## src/rtl/mem_lsu_if.sv

```systemverilog
// mem_lsu_if: word-aligned data-memory beat bus between the load/store unit and memory
interface mem_lsu_if;
    logic        mem_req;
    logic        mem_we;
    logic [31:0] mem_addr;
    logic [3:0]  mem_be;
    logic [31:0] mem_wdata;
    logic        mem_ready;
    logic [31:0] mem_rdata;
    modport master (output mem_req, mem_we, mem_addr, mem_be, mem_wdata, input mem_ready, mem_rdata);
    modport slave (input mem_req, mem_we, mem_addr, mem_be, mem_wdata, output mem_ready, mem_rdata);
endinterface

```

## src/rtl/mem_lsu.sv

```systemverilog
// mem_lsu: load/store unit issuing byte-enabled word beats, splitting word-crossing accesses, extending loads
module mem_lsu #(
    parameter bit ALLOW_MISALIGNED = 1'b1,
    parameter int DATA_W = 32
) (
    input  logic              clk,
    input  logic              reset,
    input  logic              MemRead,
    input  logic              MemWrite,
    input  logic [1:0]        Store_Type,
    input  logic [2:0]        Load_Type,
    input  logic [31:0]       addr,
    input  logic [DATA_W-1:0] wdata,
    output logic              stall,
    output logic              done,
    output logic [DATA_W-1:0] rdata,
    output logic              misaligned,
    mem_lsu_if.master         mem
);
    typedef enum logic [1:0] {IDLE, BEAT1, BEAT2, DONE} state_t;
    state_t state, state_nx;
    logic [31:0] a_addr, lo, sh, ext;
    logic [DATA_W-1:0] a_wdata;
    logic [2:0] a_n, in_n;
    logic a_sgn, a_we, a_mis, in_sgn, req, in_cross, a_cross, last, beat, hi_beat;
    logic [3:0] mask;
    logic [7:0] be8;
    logic [63:0] wd64, rd64;

    assign req = MemRead | MemWrite;
    assign in_n = MemWrite ? (Store_Type == 2'b01 ? 3'd2 : Store_Type == 2'b10 ? 3'd1 : 3'd4)
                           : (Load_Type == 3'b001 || Load_Type == 3'b010 ? 3'd2
                            : Load_Type == 3'b011 || Load_Type == 3'b100 ? 3'd1 : 3'd4);
    assign in_sgn = Load_Type == 3'b001 || Load_Type == 3'b011;
    assign in_cross = {1'b0, addr[1:0]} + in_n > 3'd4;
    assign a_cross = {1'b0, a_addr[1:0]} + a_n > 3'd4;
    // Shifting into a double-width window yields both beats' lanes at once: low half is beat 1, high half beat 2.
    assign mask = a_n == 3'd4 ? 4'hF : a_n == 3'd2 ? 4'h3 : 4'h1;
    assign be8 = {4'h0, mask} << a_addr[1:0];
    assign wd64 = {32'h0, a_wdata} << {a_addr[1:0], 3'b000};
    assign rd64 = state == BEAT2 ? {mem.mem_rdata, lo} : {32'h0, mem.mem_rdata};
    assign sh = 32'(rd64 >> {a_addr[1:0], 3'b000});
    assign ext = a_n == 3'd1 ? {{24{a_sgn & sh[7]}}, sh[7:0]}
               : a_n == 3'd2 ? {{16{a_sgn & sh[15]}}, sh[15:0]} : sh;
    assign last = mem.mem_ready && (state == BEAT2 || (state == BEAT1 && !a_cross));

    always_ff @(posedge clk or posedge reset)
        if (reset) state <= IDLE;
        else state <= state_nx;

    always_comb begin
        state_nx = state;
        case (state)
            IDLE:    state_nx = !req ? IDLE : (in_cross && !ALLOW_MISALIGNED) ? DONE : BEAT1;
            BEAT1:   state_nx = !mem.mem_ready ? BEAT1 : a_cross ? BEAT2 : DONE;
            BEAT2:   state_nx = mem.mem_ready ? DONE : BEAT2;
            default: state_nx = IDLE;
        endcase
        beat = state == BEAT1 || state == BEAT2;
        hi_beat = state == BEAT2;
        stall = (state == IDLE && req) || beat;
        done = state == DONE;
        misaligned = state == DONE && a_mis;
        mem.mem_req = beat;
        mem.mem_we = beat && a_we;
        mem.mem_addr = beat ? {a_addr[31:2] + {29'd0, hi_beat}, 2'b00} : 32'h0;
        mem.mem_be = !beat ? 4'h0 : hi_beat ? be8[7:4] : be8[3:0];
        mem.mem_wdata = !beat ? 32'h0 : hi_beat ? wd64[63:32] : wd64[31:0];
    end

    always_ff @(posedge clk or posedge reset) begin
        if (reset) begin
            a_addr <= '0;
            a_wdata <= '0;
            a_n <= '0;
            a_sgn <= 1'b0;
            a_we <= 1'b0;
            a_mis <= 1'b0;
            lo <= '0;
            rdata <= '0;
        end else begin
            if (state == IDLE && req) begin
                a_addr <= addr;
                a_wdata <= wdata;
                a_n <= in_n;
                a_sgn <= in_sgn && !MemWrite;
                a_we <= MemWrite;
                a_mis <= in_cross && !ALLOW_MISALIGNED;
                if (in_cross && !ALLOW_MISALIGNED) rdata <= '0;
            end
            if (state == BEAT1 && mem.mem_ready) lo <= mem.mem_rdata;
            if (last && !a_we) rdata <= ext;
        end
    end
endmodule
```

## src/flat_wrapper.sv

```systemverilog
// flat-port wrapper written by rule: the top's interface ports become plain ports
module mem_lsu_flat 
#(
    parameter bit ALLOW_MISALIGNED = 1'b1,
    parameter int DATA_W = 32
)
  (clk, reset, MemRead, MemWrite, Store_Type, Load_Type, addr, wdata, stall, done, rdata, misaligned, mem_mem_req, mem_mem_we, mem_mem_addr, mem_mem_be, mem_mem_wdata, mem_mem_ready, mem_mem_rdata);
  mem_lsu_if mem_i ();
  input  logic clk;
  input  logic reset;
  input  logic MemRead;
  input  logic MemWrite;
  input  logic [1:0] Store_Type;
  input  logic [2:0] Load_Type;
  input  logic [31:0] addr;
  input  logic [DATA_W-1:0] wdata;
  output logic stall;
  output logic done;
  output logic [DATA_W-1:0] rdata;
  output logic misaligned;
  output wire logic [$bits(mem_i.mem_req)-1:0] mem_mem_req;
  output wire logic [$bits(mem_i.mem_we)-1:0] mem_mem_we;
  output wire logic [$bits(mem_i.mem_addr)-1:0] mem_mem_addr;
  output wire logic [$bits(mem_i.mem_be)-1:0] mem_mem_be;
  output wire logic [$bits(mem_i.mem_wdata)-1:0] mem_mem_wdata;
  input wire logic [$bits(mem_i.mem_ready)-1:0] mem_mem_ready;
  input wire logic [$bits(mem_i.mem_rdata)-1:0] mem_mem_rdata;
  assign mem_mem_req = mem_i.mem_req;
  assign mem_mem_we = mem_i.mem_we;
  assign mem_mem_addr = mem_i.mem_addr;
  assign mem_mem_be = mem_i.mem_be;
  assign mem_mem_wdata = mem_i.mem_wdata;
  assign mem_i.mem_ready = mem_mem_ready;
  assign mem_i.mem_rdata = mem_mem_rdata;
  mem_lsu #(.ALLOW_MISALIGNED(ALLOW_MISALIGNED), .DATA_W(DATA_W)) u_core (.clk(clk), .reset(reset), .MemRead(MemRead), .MemWrite(MemWrite), .Store_Type(Store_Type), .Load_Type(Load_Type), .addr(addr), .wdata(wdata), .stall(stall), .done(done), .rdata(rdata), .misaligned(misaligned), .mem(mem_i));
endmodule
```

## config.mk

```make
export PLATFORM = sky130hd
export DESIGN_NAME = mem_lsu_flat
export DESIGN_NICKNAME = d
export VERILOG_FILES = /design/src/rtl/mem_lsu_if.sv /design/src/rtl/mem_lsu.sv /design/src/flat_wrapper.sv
export SDC_FILE = /design/constraint.sdc
export NUM_CORES = 1
export LEC_CHECK = 0
export BUFFER_PORTS_ARGS = -buffer_cell sky130_fd_sc_hd__buf_4
export CELL_PAD_IN_SITES_DETAIL_PLACEMENT = 1
export CELL_PAD_IN_SITES_GLOBAL_PLACEMENT = 1
export CORE_MARGIN = 5
export CORE_UTILIZATION = 41
export CTS_CLUSTER_DIAMETER = 200
export DETAILED_ROUTE_END_ITERATION = 10
export PLACE_DENSITY_LB_ADDON = 0.1
export SYNTH_ARGS = -nofsm -noshare
export SYNTH_HDL_FRONTEND = slang
export SYNTH_SLANG_ARGS = --single-unit
```

## constraint.sdc

```tcl
create_clock -name clk -period 4.9 [get_ports clk]
set_clock_uncertainty 0.15 [all_clocks]
set_input_delay 0.49 -clock clk [delete_from_list [all_inputs] [get_ports clk]]
set_output_delay 0.49 -clock clk [all_outputs]
set_load 0.02 [all_outputs]
```

==> flow_metrics.tcl, run 1 <==
set metrics [dict create \
    grt_pass1_vias 7524 \
    drive_gt1_frac 0.364 \
    reg2reg_from "u_core.a_addr[0]$_DFFE_PP0P_" \
    max_slew_margin 0.200 \
    io_pins 211 \
    r2r_slack_ns 1.31 \
    firstDrtPassIters 6 \
    busiest_layer "met2" \
    tns_ns 0 \
    arrival_ns 3.27 \
    slew_violations 0 \
    synth-seq-cells 135 \
    post_cts_buffers 0 \
    yosysSeqAreaShare 0.403 \
    drtIter0Drc 326 \
    die-area_mm2 0.0234 \
    start_util 0.415 \
    grt_first_pass_wirelength_um 41900 \
    synth_top_cell_area_share 0.403 \
    yosys-top-cells-count "dfrtp_1 (135), mux2_2 (100), mux2i_1 (74)" \
    rows 52 \
    cts_made_buffers 17 \
    cts_tree "built" \
    grt_max_degree 103 \
    synth_area_mm2 0.00838 \
    p_leak_nw 4.74 \
    use_met1 0.293 \
    critPathKind "register to output port" \
    p_total_w 0.00853 \
    coreArea_mm2 0.0202 \
    fill_cells 2244 \
    vdd_drop_max_v 0.000429 \
    endpoint_kind "output port" \
    async_flop_share 1.00 \
    area_growth_syn_to_layout_pct 28.0 \
    synth_most_common_cell "dfrtp_1" \
    gp_congestion 0.801 \
    yosys_warnings 0 \
    cts_hold_buf 0 \
    hpwl_um 18600 \
    use_met2 0.371 \
    die_y_um 153 \
    drv_cap 0 \
    fin_cells 1282 \
    drc 0 \
    min_period_ns 3.91 \
    met3_usage 0.0557 \
    synth-edff-count 0 \
    yosysTopAreaCell "dfrtp_1" \
    hold_ws_ns 0.146 \
    cts_resized 0 \
    powerDensity_mw_per_mm2 795 \
    via_per_inst 5.48 \
    synth_area_per_cell_um2 10.2 \
    yosysUniqueCellTypes 56 \
    finalSetupViolations 0 \
    cts_buffer_depth 2 \
    clkSinkCount 135 \
    wl_per_cell_um 20.2 \
    min_path_type "input port to async pin" \
    die_w_um 153 \
    ant_nets 0 \
    path_clk_slew_ns 0.06 \
    fin_crit_sh 0.798 \
    routed_wl_um 25900 \
    clock_latency_ns 0.41 \
    root_buffer "clkbuf_16" \
    worst_slew_pin_slew_ns 1.20 \
    status "complete, no violations" \
    hold_viol_final 0 \
    rsz0062_at_grt "no" \
    antenna_found_initial 0 \
    setup.worst_path.start "u_core.state[0]$_DFF_PP0_" \
    track_usage 0.221 \
    fmax_mhz 256 \
    htree_levels 4 \
    grt.overflow.total 0 \
    cp-start-kind "register" \
    synth_ff_type "dfrtp_1" \
    postSynthCellCount 822 \
    via_count 7019 \
    io_buffers 207 \
    diodes 0 \
    nNetsFinal 1117 \
    synth_area_leaders "dfrtp_1 (40%), mux2_2 (13%), mux2i_1 (8.8%)" \
    dp_cells 1251 \
    critPathMaxFanout 13 \
    worstPathRequired_ns 4.26 \
]
==> layout by cell type, fill, tap and decap left out, types with 8 or more instances in the layout <==
| cell type | Yosys | routed |
|---|---|---|
| buf_4 | 4 | 217 |
| dfrtp_1 | 135 | 134 |
| mux2_2 | 100 | 100 |
| mux2i_1 | 74 | 74 |
| nor2_1 | 58 | 58 |
| and2_1 | 55 | 55 |
| nand2_1 | 44 | 44 |
| o22ai_1 | 32 | 32 |
| o21ai_0 | 30 | 29 |
| a21oi_1 | 26 | 26 |
| nand3_1 | 19 | 19 |
| clkbuf_16 | 0 | 17 |
| inv_1 | 16 | 15 |
| xnor2_1 | 15 | 15 |
| nor2b_1 | 15 | 15 |
| a211oi_1 | 15 | 15 |
| xor2_1 | 14 | 14 |
| a22oi_1 | 10 | 10 |
| ha_1 | 10 | 9 |
| mux4_2 | 8 | 8 |
| nor3_1 | 8 | 8 |
==> routing by layer <==
layer,vias to the layer above,part of all wire
met3,18,0.052
met2,188,0.49
met5,-,0
met1,3507,0.45
li1,3306,-
met4,0,0.0094
==> worst max-delay path, cell delays in order (launching register included) <==
cell,delay (ns)
dfrtp_1,0.44
inv_1,0.11
ha_2,0.33
ha_1,0.25
and4_1,0.25
nand4_1,0.50
nor4_1,0.50
xor2_1,0.17
and2_1,0.15
buf_4,0.14
==> worst paths after layout <==
check                                           endpoint  cells after the start
min in group clk           u_core.a_addr[25]$_DFFE_PP0P_                      2
max                                     mem_mem_addr[29]                      9
min reg2reg                  u_core.rdata[4]$_DFFE_PP0P_                      2
min                        u_core.a_wdata[5]$_DFFE_PP0P_                      2
max in group asynchronous   u_core.a_addr[7]$_DFFE_PP0P_                      3
max reg2reg                 u_core.rdata[16]$_DFFE_PP0P_                      8
==> registers in the layout, indices dropped and copies added, names as in the netlist <==
name / cells
u_core.lo: 32
u_core.rdata: 32
u_core.a_sgn: 1
u_core.a_n: 3
u_core.a_wdata: 32
u_core.a_addr: 32
u_core.a_we: 1
u_core.state: 2
==> kinds of logic after synthesis <==
group | share of synthesized area
compound gates | 0.121
buf+inv | 0.0412
other cells | 0.000448
mux | 0.244
flops | 0.403
simple gates | 0.142
fa+ha+maj | 0.0173
xor+xnor | 0.0303
==> cell type report <==
type | instances | area (um2) | share of cell area
Inverter | 17 | 68.8 | 0.00642
Sequential cell | 135 | 3380 | 0.315
Timing Repair Buffer | 218 | 1650 | 0.154
Clock inverter | 12 | 176 | 0.0164
Tap cell | 270 | 338 | 0.0315
Clock buffer | 19 | 433 | 0.0404
Multi-Input combinational cell | 611 | 4680 | 0.436
==> power breakdown <==
part	leakage, nW	internal (W)	total, W	switching, W
combinational	2.87	0.00222	0.00491	0.00269
sequential	1.59	0.00170	0.00226	0.000568
clock	0.281	0.000849	0.00135	0.000504
==> metrics by stage <==
stage / utilization / instance area, um2 / setup WS (ns)
2_1_floorplan: - / 8390 / 0.649
6_report: 0.532 / 10700 / 0.992
3_5_place_dp: 0.502 / 10100 / 1.40
3_3_place_gp: 0.502 / 10100 / 1.51
4_1_cts: 0.532 / 10700 / 0.947
5_1_grt: 0.532 / 10700 / 0.705
Note: power is estimated with default switching activity, not from simulation.
==> run 2, diff against run 1 <==
Settings changed: CORE_UTILIZATION 41 to 37.
Clock period 4.9 ns to 3.45 ns, I/O delays scaled along.
==> run 2 against run 1 <==
Net effect:
- cell count grew 7.9%
- combinational power increased by 48%
- routed wire length is 9.1% higher
- sequential power up 41%
- first-iteration DRC count down 5.8%
- via count grew 5.0%
- cell area increased by 9.0%
- critical path type unchanged
==> flow_metrics.tcl, run 2 (synthesized netlist as in run 1, its figures left out) <==
set metrics [dict create \
    slowest_delay_ns 0.42 \
    pre_cts_slack_ns 0.404 \
    firstDrtPassIters 4 \
    min_path_cells 2 \
    internal_power_w 0.00687 \
    root_buffer "clkbuf_16" \
    die-area_mm2 0.0258 \
    rows 55 \
    min_path_type "input port to register" \
    crit_buf_inv 3 \
    die_y_um 160 \
    routed_wl_um 28300 \
    die_w_um 160 \
    multiInputGateArea_mm2 0.00477 \
    reg2reg_depth 8 \
    path_delay_family "simple AND/OR/NAND/NOR gates" \
    drtIter0Drc 307 \
    cp_num_cells 10 \
    tns_ns 0 \
    worstPathRequired_ns 2.95 \
    hold_ws_ns 0.0137 \
    endpoint_kind "output port" \
    clock_latency_ns 0.43 \
    hpwl_um 20100 \
    clkSinkCount 135 \
    critPathMaxFanout 8 \
    cpMaxStageDelayCell "dfrtp_1" \
    dp_cells 1278 \
    diodes 0 \
    vdd_drop_max_v 0.000540 \
    power_frac_comb 0.587 \
    cp-start-kind "register" \
    hold_viol_final 0 \
    final_common_cell "buf_4" \
    via_per_inst 5.33 \
    ant_nets 0 \
    antenna_found_initial 0 \
    powerDensity_mw_per_mm2 1060 \
    p_sw_frac 0.447 \
    p_leak_nw 5.17 \
    fmax_mhz 303 \
    finalSetupViolations 0 \
    fin_cells 1383 \
    nNetsFinal 1202 \
    worst_slew_pin_slew_ns 1.02 \
    finalWorstSetupSlack_ns 0.145 \
    track_usage 0.221 \
    coreArea_mm2 0.0224 \
    io_buffers 207 \
    drc 0 \
    start_util 0.373 \
    max_slew_margin 0.317 \
    status "complete, no violations" \
    p_switching_w 0.00556 \
    via_count 7371 \
    io_pins 211 \
    seqCellArea_mm2 0.00338 \
    drive_gt1_frac 0.362 \
    path_cells "inv_1 > ha_2 > ha_2 > and4_1 > nand4_1 > buf_4 > nor4_1 > xor2_1 > and2_1 > buf_4" \
    fill_cells 2440 \
    drv_cap 0 \
    cts_made_buffers 17 \
    htree_levels 4 \
    layout_common_cells "buf_4 (228), dfrtp_1 (134), mux2_2 (100)" \
    grt.overflow.total 0 \
    critPathKind "register to output port" \
    min_period_ns 3.31 \
    p_seq_frac 0.256 \
    pwr-share-clk 0.158 \
    fin_crit_sh 0.958 \
    arrival_ns 2.81 \
    grt_first_pass_wirelength_um 45500 \
    gp_congestion 0.804 \
    path_clk_slew_ns 0.06 \
    grt_pass1_vias 8152 \
    cts_tree "built" \
    slew_violations 0 \
    area_growth_syn_to_layout_pct 39.6 \
    grt_max_degree 56 \
    wl_per_cell_um 20.4 \
    cts_buffer_depth 2 \
]
run 2: changes by cell type in the layout (fill, tap and decap cells not counted), sizes merged:
cell         previous run  this run
dlygate4sd3             0        71
buf                   218       232
inv                    17        21
clkbuf                 19        17
clkinv                  3         5
clkinvlp                5         3
bufinv                  4         3
run 2: power groups by stage:
stage	Clock (W)	Combinational, W	Sequential, W
after global placement	0	0.00717	0.00316
after global routing	0.00207	0.00793	0.00329
after floorplan	0	0.00461	0.00312
final	0.00196	0.00729	0.00318
after detailed placement	0	0.00725	0.00319
after CTS	0.00200	0.00736	0.00316
run 2: timing repair:
| action | in CTS | in global routing |
|---|---|---|
| endpoints found under the setup margin | 9 | 13 |
| gates resized for setup | 3 | 14 |
| buffers inserted | 2 | 0 |
| pin swaps | 1 | 1 |
| hold endpoints to repair | 104 | 0 |
| hold buffers | 71 | 0 |
run 2: area by class of cell:
| class | instances | share of cell area |
|---|---|---|
| Multi-Input combinational cell | 611 | 0.408 |
| Sequential cell | 135 | 0.289 |
| Timing Repair Buffer | 303 | 0.214 |
| Clock buffer | 17 | 0.0364 |
| Tap cell | 285 | 0.0305 |
| Clock inverter | 15 | 0.0163 |
| Inverter | 17 | 0.00578 |
run 2: layer usage:
metal	GRT usage	part of all wire
met5	0	0
met4	0.0653	0.018
met3	0.0534	0.054
met2	0.385	0.51
met1	0.273	0.42
run 2: final timing paths:
| check | from | end | slack (ns) |
|---|---|---|---|
| setup / recovery | u_core.state[0]$_DFF_PP0_ | mem_mem_addr[29] | 0.14 |
| hold / removal | addr[9] | u_core.a_addr[9]$_DFFE_PP0P_ | 0.01 |
| setup reg to reg | u_core.state[0]$_DFF_PP0_ | u_core.rdata[31]$_DFFE_PP0P_ | 0.61 |
| hold reg to reg | u_core.rdata[5]$_DFFE_PP0P_ | u_core.rdata[5]$_DFFE_PP0P_ | 0.33 |
| max in group asynchronous | reset | u_core.rdata[1]$_DFFE_PP0P_ | 1.78 |
| min in group asynchronous | reset | u_core.a_addr[22]$_DFFE_PP0P_ | 0.50 |
run 2: stage by stage:
stage,utilization,cell area [um2],total power (W)
6_report,0.521,11700,0.0124
2_1_floorplan,-,8390,0.00772
3_3_place_gp,0.457,10300,0.0103
5_1_grt,0.521,11700,0.0133
3_5_place_dp,0.457,10300,0.0104
4_1_cts,0.518,11600,0.0125
